### config.mk
export PLATFORM = sky130hd
export DESIGN_NAME = ihm_pwm_multi
export DESIGN_NICKNAME = d
export VERILOG_FILES = /design/src/rtl/ihm_pkg.sv /design/src/rtl/ihm_pwm_multi_channel.sv /design/src/rtl/ihm_pwm_multi.sv
export SDC_FILE = /design/constraint.sdc
export NUM_CORES = 1
export LEC_CHECK = 0
export ABC_AREA = 0
export CORE_ASPECT_RATIO = 0.9
export CORE_MARGIN = 3
export CORE_UTILIZATION = 60
export CTS_BUF_LIST = sky130_fd_sc_hd__clkbuf_16
export DETAILED_ROUTE_END_ITERATION = 10
export PLACE_DENSITY_LB_ADDON = 0.08
export SYNTH_ARGS = -nofsm -noshare
export SYNTH_HDL_FRONTEND = slang
export SYNTH_SLANG_ARGS = --single-unit
export TNS_END_PERCENT = 50
### constraint.sdc
create_clock -name clk -period 3 [get_ports clk]
set_input_delay 0.6 -clock clk [delete_from_list [all_inputs] [get_ports clk]]
set_output_delay 0.6 -clock clk [all_outputs]
set_load 0.03 [all_outputs]
### src/rtl/ihm_pkg.sv
`default_nettype none
// ============================================================================
// Module      : ihm_pkg
// Description : Shared state encoding and helpers for the multi-channel
//               HMI/PWM motor controller.
// Revision    : 1.0 - initial release
// ============================================================================
package ihm_pkg;

    typedef enum logic [1:0] {
        STANDBY   = 2'd0,
        RAMP_UP   = 2'd1,
        RUN       = 2'd2,
        RAMP_DOWN = 2'd3
    } state_t;

    // Full-scale duty / counter value for a given width.
    function automatic int unsigned pwm_max(input int unsigned bits);
        return (32'd1 << bits) - 32'd1;
    endfunction

endpackage
`default_nettype wire

### src/rtl/ihm_pwm_multi_channel.sv
`default_nettype none
// ============================================================================
// Module      : ihm_channel
// Description : One motor channel: switch debouncers, target duty, soft
//               start/stop ramp FSM and registered PWM compare.
// Revision    : 1.0 - initial release
// ============================================================================
module ihm_channel
    import ihm_pkg::*;
#(
    parameter int PWM_BITS        = 8,
    parameter int DUTY_STEP       = 16,
    parameter int DEBOUNCE_CYCLES = 4
) (
    input  logic                clk,
    input  logic                rst,
    input  logic                i_start_stop,
    input  logic                i_increase,
    input  logic                i_decrease,
    input  logic                i_tick,
    input  logic [PWM_BITS-1:0] i_pwm_cnt,
    output logic                o_running,
    output logic                o_pwm,
    output logic [PWM_BITS-1:0] o_duty
);

    localparam logic [PWM_BITS-1:0] c_MAX      = PWM_BITS'(pwm_max(PWM_BITS));
    localparam int                  c_DEB_W    = $clog2(DEBOUNCE_CYCLES + 1);
    localparam logic [c_DEB_W-1:0]  c_DEB_LAST = c_DEB_W'(DEBOUNCE_CYCLES - 1);
    localparam logic [PWM_BITS:0]   c_STEP     = (PWM_BITS + 1)'(DUTY_STEP);

    // Bit 0: start/stop, bit 1: increase, bit 2: decrease
    logic [2:0] w_raw;
    logic [2:0] w_stable;
    assign w_raw = {i_decrease, i_increase, i_start_stop};

    for (genvar g = 0; g < 3; g++) begin : g_deb
        logic [c_DEB_W-1:0] r_cnt;
        logic               r_val;
        always_ff @(posedge clk) begin
            if (rst) begin
                r_cnt <= '0;
                r_val <= 1'b0;
            end else if (w_raw[g] == r_val) begin
                r_cnt <= '0;
            end else if (r_cnt == c_DEB_LAST) begin
                r_cnt <= '0;
                r_val <= w_raw[g];
            end else begin
                r_cnt <= r_cnt + 1'b1;
            end
        end
        assign w_stable[g] = r_val;
    end

    logic [1:0]          r_btn_q;
    logic [PWM_BITS-1:0] r_target;
    logic [PWM_BITS:0]   w_ext;
    logic [PWM_BITS:0]   w_sum;
    logic                w_inc_rise;
    logic                w_dec_rise;

    assign w_inc_rise = w_stable[1] & ~r_btn_q[0];
    assign w_dec_rise = w_stable[2] & ~r_btn_q[1];
    assign w_ext      = {1'b0, r_target};
    assign w_sum      = w_ext + c_STEP;

    // A press only counts while the opposite switch is released, so
    // simultaneous presses cancel.
    always_ff @(posedge clk) begin
        if (rst) begin
            r_btn_q  <= 2'b00;
            r_target <= '0;
        end else begin
            r_btn_q <= w_stable[2:1];
            if (w_inc_rise && !w_stable[2]) begin
                r_target <= (w_sum > {1'b0, c_MAX}) ? c_MAX : w_sum[PWM_BITS-1:0];
            end else if (w_dec_rise && !w_stable[1]) begin
                r_target <= (w_ext < c_STEP) ? '0 : (r_target - c_STEP[PWM_BITS-1:0]);
            end
        end
    end

    state_t              r_state;
    state_t              w_state_nxt;
    logic [PWM_BITS-1:0] r_duty;
    logic [PWM_BITS-1:0] w_duty_nxt;
    logic                w_run;
    logic                r_pwm;

    assign w_run = w_stable[0];

    always_ff @(posedge clk) begin
        if (rst) begin
            r_state <= STANDBY;
            r_duty  <= '0;
            r_pwm   <= 1'b0;
        end else begin
            r_state <= w_state_nxt;
            r_duty  <= w_duty_nxt;
            r_pwm   <= (i_pwm_cnt < r_duty);
        end
    end

    always_comb begin
        w_state_nxt = r_state;
        w_duty_nxt  = r_duty;
        case (r_state)
            STANDBY: begin
                w_duty_nxt = '0;
                if (w_run) w_state_nxt = RAMP_UP;
            end
            RAMP_UP: begin
                if (!w_run)                 w_state_nxt = RAMP_DOWN;
                else if (r_duty == r_target) w_state_nxt = RUN;
                else if (i_tick)
                    w_duty_nxt = (r_duty < r_target) ? r_duty + 1'b1 : r_duty - 1'b1;
            end
            RUN: begin
                if (!w_run)                 w_state_nxt = RAMP_DOWN;
                else if (r_duty != r_target) w_state_nxt = RAMP_UP;
            end
            RAMP_DOWN: begin
                if (w_run)             w_state_nxt = RAMP_UP;
                else if (r_duty == '0) w_state_nxt = STANDBY;
                else if (i_tick)       w_duty_nxt  = r_duty - 1'b1;
            end
            default: begin
                w_state_nxt = STANDBY;
                w_duty_nxt  = '0;
            end
        endcase
    end

    assign o_running = (r_state != STANDBY);
    assign o_pwm     = r_pwm;
    assign o_duty    = r_duty;

endmodule
`default_nettype wire

### src/rtl/ihm_pwm_multi.sv
`default_nettype none
// ============================================================================
// Module      : ihm_pwm_multi
// Description : Multi-channel HMI/PWM motor controller; shared PWM period
//               counter and ramp prescaler feeding per-channel controllers.
// Revision    : 1.0 - initial release
// ============================================================================
module ihm_pwm_multi
    import ihm_pkg::*;
#(
    parameter int CHANNELS        = 2,
    parameter int PWM_BITS        = 8,
    parameter int DUTY_STEP       = 16,
    parameter int DEBOUNCE_CYCLES = 4,
    parameter int RAMP_DIV        = 4
) (
    input  logic                         clk,
    input  logic                         rst,
    input  logic [CHANNELS-1:0]          swt_start_stop,
    input  logic [CHANNELS-1:0]          swt_increase,
    input  logic [CHANNELS-1:0]          swt_decrease,
    output logic [CHANNELS-1:0]          motor_running,
    output logic [CHANNELS-1:0]          motor_pwm,
    output logic [CHANNELS*PWM_BITS-1:0] duty_level
);

    localparam logic [PWM_BITS-1:0] c_MAX      = PWM_BITS'(pwm_max(PWM_BITS));
    localparam logic [PWM_BITS-1:0] c_CNT_LAST = c_MAX - 1'b1;
    localparam int                  c_PRE_W    = (RAMP_DIV > 1) ? $clog2(RAMP_DIV) : 1;
    localparam logic [c_PRE_W-1:0]  c_PRE_LAST = c_PRE_W'(RAMP_DIV - 1);

    logic [PWM_BITS-1:0] r_pwm_cnt;
    logic [c_PRE_W-1:0]  r_presc;
    logic                w_tick;

    // Period is MAX cycles so that duty=MAX yields a constant-high output.
    always_ff @(posedge clk) begin
        if (rst) begin
            r_pwm_cnt <= '0;
            r_presc   <= '0;
        end else begin
            r_pwm_cnt <= (r_pwm_cnt == c_CNT_LAST) ? '0 : r_pwm_cnt + 1'b1;
            r_presc   <= (r_presc == c_PRE_LAST) ? '0 : r_presc + 1'b1;
        end
    end

    assign w_tick = (r_presc == c_PRE_LAST);

    for (genvar g = 0; g < CHANNELS; g++) begin : g_ch
        ihm_channel #(
            .PWM_BITS        (PWM_BITS),
            .DUTY_STEP       (DUTY_STEP),
            .DEBOUNCE_CYCLES (DEBOUNCE_CYCLES)
        ) u_ch (
            .clk          (clk),
            .rst          (rst),
            .i_start_stop (swt_start_stop[g]),
            .i_increase   (swt_increase[g]),
            .i_decrease   (swt_decrease[g]),
            .i_tick       (w_tick),
            .i_pwm_cnt    (r_pwm_cnt),
            .o_running    (motor_running[g]),
            .o_pwm        (motor_pwm[g]),
            .o_duty       (duty_level[g*PWM_BITS +: PWM_BITS])
        );
    end

endmodule
`default_nettype wire

Word-level counts from Yosys, hierarchy flattened
Index checks and enable logic that the tools add are counted.
{ "classes": {"addsub": 16, "muxes": 40, "bitwise": 14, "n_lt_le_gt_ge": 8, "n_eq_ne": 44, "n_reduce_logical": 36} }
{ "op_table": {"columns": ["op", "n"], "rows": [
  ["8-bit two-way mux", 22],
  ["8-bit case mux with 3 select lines", 2],
  ["8-bit < comparator", 4],
  ["2-bit two-way mux", 14],
  ["8-bit by 1-bit adder with 8-bit output (second input constant)", 3],
  ["3-bit by 1-bit adder with 3-bit output (second input constant)", 6],
  ["8-bit by 5-bit adder with 9-bit output (second input constant)", 2],
  ["3-bit by 2-bit equality test with 1-bit output (second input constant)", 6],
  ["9-bit by 8-bit > comparator with 1-bit output (second input constant)", 2],
  ["3-bit OR reduction", 6],
  ["8-bit equality test", 2],
  ["8-bit logical NOT", 2],
  ["8-bit by 5-bit < comparator with 1-bit output (second input constant)", 2],
  ["2-bit != test (second input constant)", 8],
  ["8-bit != test", 2],
  ["2-bit case mux with 4 select lines", 2],
  ["8-bit by 1-bit subtractor with 8-bit output (second input constant)", 2],
  ["8-bit by 5-bit subtractor with 8-bit output (second input constant)", 2],
  ["7-bit AND reduction", 2],
  ["2-bit by 1-bit != test with 1-bit output (second input constant)", 6],
  ["3-bit != test (second input constant)", 4],
  ["2-bit AND reduction", 6],
  ["2-bit equality test (second input constant)", 5],
  ["1-bit inverter", 10],
  ["13 further kinds", 36]
]} }
{ "totals": {"input_bits": 8, "register_bits": 76, "elab_cells": 182, "output_inout_bits": 20} }

Depth between registers and ports, before layout
{ "logic_depth": {"depth_word": 6, "ltp_mapped": 11, "depth_no_buf": 8} }

Modules after synthesis
From an unflattened synthesis, not the netlist that was laid out.
{ "unflattened": {"cells_unflattened": 616, "area_unflattened_um2": 5073.6} }
{ "modules_own_cells": {"columns": ["mod", "cells_each", "area_each_um2", "seq_area_each_um2", "instances"], "rows": [
  ["ihm_channel", 286, 2323.5, 600.6, 2],
  ["ihm_pwm_multi", 44, 426.7, 200.2, 1]
]} }

Worst setup path after synthesis
OpenSTA, ideal clock, no wires.
{ "synth_timing": {"path_type": "reg2reg", "from": "reg g_ch[0].u_ch.r_duty[0]", "to": "reg g_ch[0].u_ch.r_duty[2]", "period_less_slack_ps": 2541, "arrival_ps": 2471, "required_ps": 2930, "setup_time_ps": 70, "path_stages_with_launch": 11, "setup_slack_ps": 459, "n_path_buf": 3, "cell_sequence": "dfxtp_1 -> clkbuf_1 -> inv_1 -> ha_1 -> nor2b_1 -> and4b_2 -> or3_1 -> buf_6 -> buf_6 -> a2111o_1 -> a21oi_1"} }
{ "synth_between": {"elab_chain_len": 6, "elab_cells_between_ends": 16, "cone_classes": "add/sub: 2; order compare: 1; eq/ne: 3; mux: 8; reduce/logical: 2"} }
{ "synth_rtl": {"columns": ["element", "line_no", "text"], "rows": [
  ["start: declaration", "ihm_pwm_multi_channel.sv:86", "logic [PWM_BITS-1:0] r_duty;"],
  ["start signal: assignment", "ihm_pwm_multi_channel.sv:100", "r_duty <= w_duty_nxt;"],
  ["8-bit by 1-bit subtractor with 8-bit output (tied with other cells)", "ihm_pwm_multi_channel.sv:117, ihm_pwm_multi_channel.sv:126", null],
  ["8-bit two-way mux", "ihm_pwm_multi_channel.sv:117", "w_duty_nxt = (r_duty < r_target) ? r_duty + 1'b1 : r_duty - 1'b1;"],
  ["8-bit two-way mux", "ihm_pwm_multi_channel.sv:116", "else if (i_tick)"],
  ["8-bit two-way mux", "ihm_pwm_multi_channel.sv:115", "else if (r_duty == r_target) w_state_nxt = RUN;"],
  ["8-bit two-way mux", "ihm_pwm_multi_channel.sv:114", "if (!w_run) w_state_nxt = RAMP_DOWN;"],
  ["8-bit case mux with 3 select lines", "ihm_pwm_multi_channel.sv:108", "case (r_state)"]
]} }
Parallel ways exist; a longest one is shown, timed or not. The select of a mux whose other input is x is not followed.
A chain may end at the register's enable or synchronous reset.

Final worst setup path
{ "layout_timing": {"from": "reg g_ch[0].u_ch.r_duty[1]", "to": "reg g_ch[0].u_ch.r_duty[7]"} }
Same word-level chain as after synthesis.

==> results list <==
- Final setup fails: 0
* # port buffers: 27
- Headroom to the max-slew limit came out at 0.491.
- The cell area that synthesis handed to floorplanning was 0.00465 mm^2.
* Upper clock frequency limit: 357 MHz
* Die H: 89.5 um
* RSZ-0062 raised after global routing: false
* Final routed wire length divided by cell count: 15.8 um
* Maximum buffer depth of the clock tree: 2
- Number of global-route vias before repair: 4,251
* Crit end category: flip-flop
- For this run, the post-layout net count is 656.
- Setup TNS Final: 0 ns
- The tree is rooted in a sky130_fd_sc_hd__clkbuf_16.
* DR pass1 iterations: 5
- Area growth, synth to finish: 13.3%
- 0 antenna diodes ended up in the layout.
* TritonCTS clock tree: yes
- Total number of vias: 4,343
- Post-CTS Repair Setup Buffers: 0
- Global-route wire length before repair: 19.1 mm
* Overall global routing resource usage: 0.261
* Net count of the mapped netlist: 634
* Post-detailed-routing wire length: 10.9 mm
* Transition time at the pin with the least slew margin: 0.764 ns
* IO Count: 28
- Total half-perimeter wirelength after legalization and detailed placement: 7.92 mm
* Warnings from Yosys: 0
* Clock insertion delay at the later pin of the skew report: 0.33 ns
- Post-CTS Hold Fix Bufs: 0
- # fillers: 583
* Arr. time, crit path: 3.05 ns
- CP Max Fanout: 11
* Peak ir drop on the vdd network: 0.323 mV
- Share of final-layout standard cells stronger than drive strength 1: 0.0603
- Max-cap violations in this run came to 0.
- Final setup slack of the worst path: 0.201 ns
* Clock net sink count: 70
- In this run, synthesis produced a sequential element count of 70.
* Number of synthesized flops with an enable pin: 0
- After global routing the overflow that remains totals 0.
- The completed layout was analyzed and its total power is 2.93 mW.
* Final instance area: 0.00527 mm^2
* Crit start category: flip-flop
* Average footprint of a synthesized cell: 8.15 um^2
- The number of placed instances, taps included, is 674.
- Final hold violation count: 0
* Total DRC errors in the routed layout: 0
* Starting density of the core: 0.637
- Final Critical Period: 2.80 ns
- Starting DRC count in detailed routing: 258
* Number of different library cells in the post-synthesis netlist: 70
- The worst hold path begins at g_ch[1].u_ch.g_deb[2].r_cnt[0].
- The region available for standard cell placement spans 0.00729 mm^2.
- Final GP Congestion: 1.02
* Die extent in x: 98.8 um
- For this run, the leading register cell type out of synthesis is sky130_fd_sc_hd__dfxtp_1.
- End point of the most critical hold path: g_ch[1].u_ch.g_deb[2].r_cnt[0]
- The initialized floorplan defines 29 standard-cell rows.
- The count of nets left with antenna violations once routing finished came out at 0.
* Critical R2R Launch: g_ch[0].u_ch.o_duty[1]
- CTS built an H-tree with a depth of 3.
* Worst r2r dst: g_ch[0].u_ch.o_duty[7]
* Synthesized instance count: 570
* Setup slack of the most critical reg-to-reg path: 0.20 ns
- In this run, CTS created clock tree buffers numbering 9.
* Worst clock skew: 0.00799 ns
* Lkg Pwr: 2.01 nW
- Number of standard cells in the final layout excluding fillers: 690
* Sequential fraction of the synthesis area: 0.302
- Worst-path clk slew: 0.06 ns
- Power per cell area: 557 mW/mm^2
* Standard cell area after detailed placement: 0.00497 mm^2
* Cts repair resizes: 0
- The run finished with clean final reports.
- The tightest min-delay check is of the reg2reg type.
- Proportion of register bits with asynchronous set or reset after synthesis: 0
- Largest net degree at the start of global routing: 33
- Measured in cells, the most critical reg-to-reg path has a length of 7.
- Number of antenna violations at the first check in global routing: 0
- Using the TritonRoute via totals, the vias-per-cell ratio works out to 6.29.
* Count of pins over their slew limit: 0
- Required time of the critical path: 3.25 ns
- Worst Hold Path Cells: 1
- Period utilisation layout: 0.933
- Setup WS pre-CTS: 0.284 ns
- By startpoint and endpoint, the worst setup path is classified as reg2reg.
* Full die area: 0.00884 mm^2
## report_power, final
part	internal (mW)	switching [mW]
registers	0.977	0.0633
clock network	0.644	0.414
logic	0.325	0.511
## metrics by stage
stage | util | hold slack, ns
after floorplan | - | 0.399
after global placement | 0.681 | 0.407
after detailed placement | 0.681 | 0.413
after CTS | 0.722 | 0.422
after global routing | 0.722 | 0.426
final | 0.722 | 0.422
## cell type report
class,count,area [um^2],area share
Clock buffer,9,225,0.0428
Tap cell,93,116,0.0221
Inverter,45,169,0.0321
Multi-Input combinational cell,429,2940,0.557
Sequential cell,70,1400,0.266
Timing Repair Buffer,37,345,0.0656
Clock inverter,7,73.8,0.0140
## cell usage after synthesis (4+ instances only)
cell type | number | area, um^2
sky130_fd_sc_hd__ha_1 | 56 | 701
sky130_fd_sc_hd__nand2b_1 | 4 | 25.0
sky130_fd_sc_hd__a21o_1 | 7 | 52.6
sky130_fd_sc_hd__nor2b_1 | 11 | 68.8
sky130_fd_sc_hd__nand4_1 | 11 | 68.8
sky130_fd_sc_hd__xnor2_1 | 10 | 87.6
sky130_fd_sc_hd__o211ai_1 | 10 | 75.1
sky130_fd_sc_hd__nor3_1 | 13 | 65.1
sky130_fd_sc_hd__nor2_1 | 54 | 203
sky130_fd_sc_hd__inv_1 | 43 | 161
sky130_fd_sc_hd__dfxtp_1 | 70 | 1400
sky130_fd_sc_hd__o21ai_0 | 23 | 115
sky130_fd_sc_hd__a21oi_1 | 39 | 195
sky130_fd_sc_hd__or4_1 | 4 | 30.0
sky130_fd_sc_hd__and3_1 | 9 | 56.3
sky130_fd_sc_hd__nand2_1 | 37 | 139
sky130_fd_sc_hd__buf_1 | 4 | 15.0
sky130_fd_sc_hd__a31oi_1 | 8 | 50.1
sky130_fd_sc_hd__buf_4 | 6 | 45.0
sky130_fd_sc_hd__o21bai_1 | 4 | 30.0
sky130_fd_sc_hd__nand3_1 | 20 | 100
sky130_fd_sc_hd__xor2_1 | 4 | 35.0
sky130_fd_sc_hd__or3_1 | 17 | 106
sky130_fd_sc_hd__mux2i_1 | 7 | 70.1
sky130_fd_sc_hd__clkbuf_1 | 9 | 33.8
sky130_fd_sc_hd__buf_2 | 5 | 25.0
sky130_fd_sc_hd__nor4_1 | 11 | 68.8
sky130_fd_sc_hd__a211oi_1 | 8 | 60.1
## sequential cells by signal (all words and copies together) (netlist names)
register and flops:
g_ch.u_ch.o_duty 16, r_pwm_cnt 8, g_ch.u_ch.o_pwm 2, g_ch.u_ch.r_state 4, g_ch.u_ch.g_deb.r_val 6, g_ch.u_ch.r_target 10, g_ch.u_ch.g_deb.r_cnt 18, r_presc 2
g_ch.u_ch.r_btn_q 4
## kinds of logic (layout without fill, tap and decap cells)
family / after synthesis / after routing / synth area share
AO/OA/AOI/OAI: 142 / 142 / 0.205
XOR/XNOR: 14 / 14 / 0.0264
adder cells (fa/ha/maj): 57 / 57 / 0.153
buffers and inverters: 71 / 98 / 0.0668
flip-flops: 70 / 70 / 0.302
multiplexers: 8 / 8 / 0.0175
AND/OR/NAND/NOR: 208 / 208 / 0.230
## cell usage in the layout (no fill, tap or decap), types with 10 or more instances in the layout
cell type,count
sky130_fd_sc_hd__dfxtp_1,70
sky130_fd_sc_hd__ha_1,56
sky130_fd_sc_hd__nor2_1,54
sky130_fd_sc_hd__inv_1,43
sky130_fd_sc_hd__a21oi_1,39
sky130_fd_sc_hd__nand2_1,37
sky130_fd_sc_hd__clkdlybuf4s50_1,27
sky130_fd_sc_hd__o21ai_0,23
sky130_fd_sc_hd__nand3_1,20
sky130_fd_sc_hd__or3_1,17
sky130_fd_sc_hd__nor3_1,13
sky130_fd_sc_hd__nand4_1,11
sky130_fd_sc_hd__nor4_1,11
sky130_fd_sc_hd__nor2b_1,11
sky130_fd_sc_hd__o211ai_1,10
sky130_fd_sc_hd__xnor2_1,10
sky130_fd_sc_hd__buf_4,10
## critical path: stages (launching register included)
cell and delay (ns):
sky130_fd_sc_hd__dfxtp_1 0.52, sky130_fd_sc_hd__ha_1 0.31, sky130_fd_sc_hd__nor2b_1 0.13, sky130_fd_sc_hd__o211ai_1 0.24, sky130_fd_sc_hd__a21oi_1 0.29, sky130_fd_sc_hd__or4_1 0.62, sky130_fd_sc_hd__a2111o_1 0.44, sky130_fd_sc_hd__a31oi_1 0.18
## how the worst max path moves through the flow
stage	start	to	slack, ns
global placement	g_ch[0].u_ch.o_duty[1]	g_ch[0].u_ch.o_duty[7]	0.42
detailed placement	g_ch[0].u_ch.o_duty[1]	g_ch[0].u_ch.o_duty[7]	0.28
global route	g_ch[0].u_ch.r_target[5]	g_ch[0].u_ch.o_duty[5]	0.05
floorplan	g_ch[0].u_ch.o_duty[0]	g_ch[0].u_ch.o_duty[2]	0.46
CTS	g_ch[0].u_ch.o_duty[1]	g_ch[0].u_ch.o_duty[7]	0.23
finish	g_ch[0].u_ch.o_duty[1]	g_ch[0].u_ch.o_duty[7]	0.20
## layer usage
metal,share of wire,global-route usage,up-vias
li1,-,-,2126
met1,0.44,0.339,2014
met2,0.46,0.424,177
met3,0.072,0.0538,26
met4,0.019,0.115,0
met5,0,0,-
(Power assumes the default switching activity.)
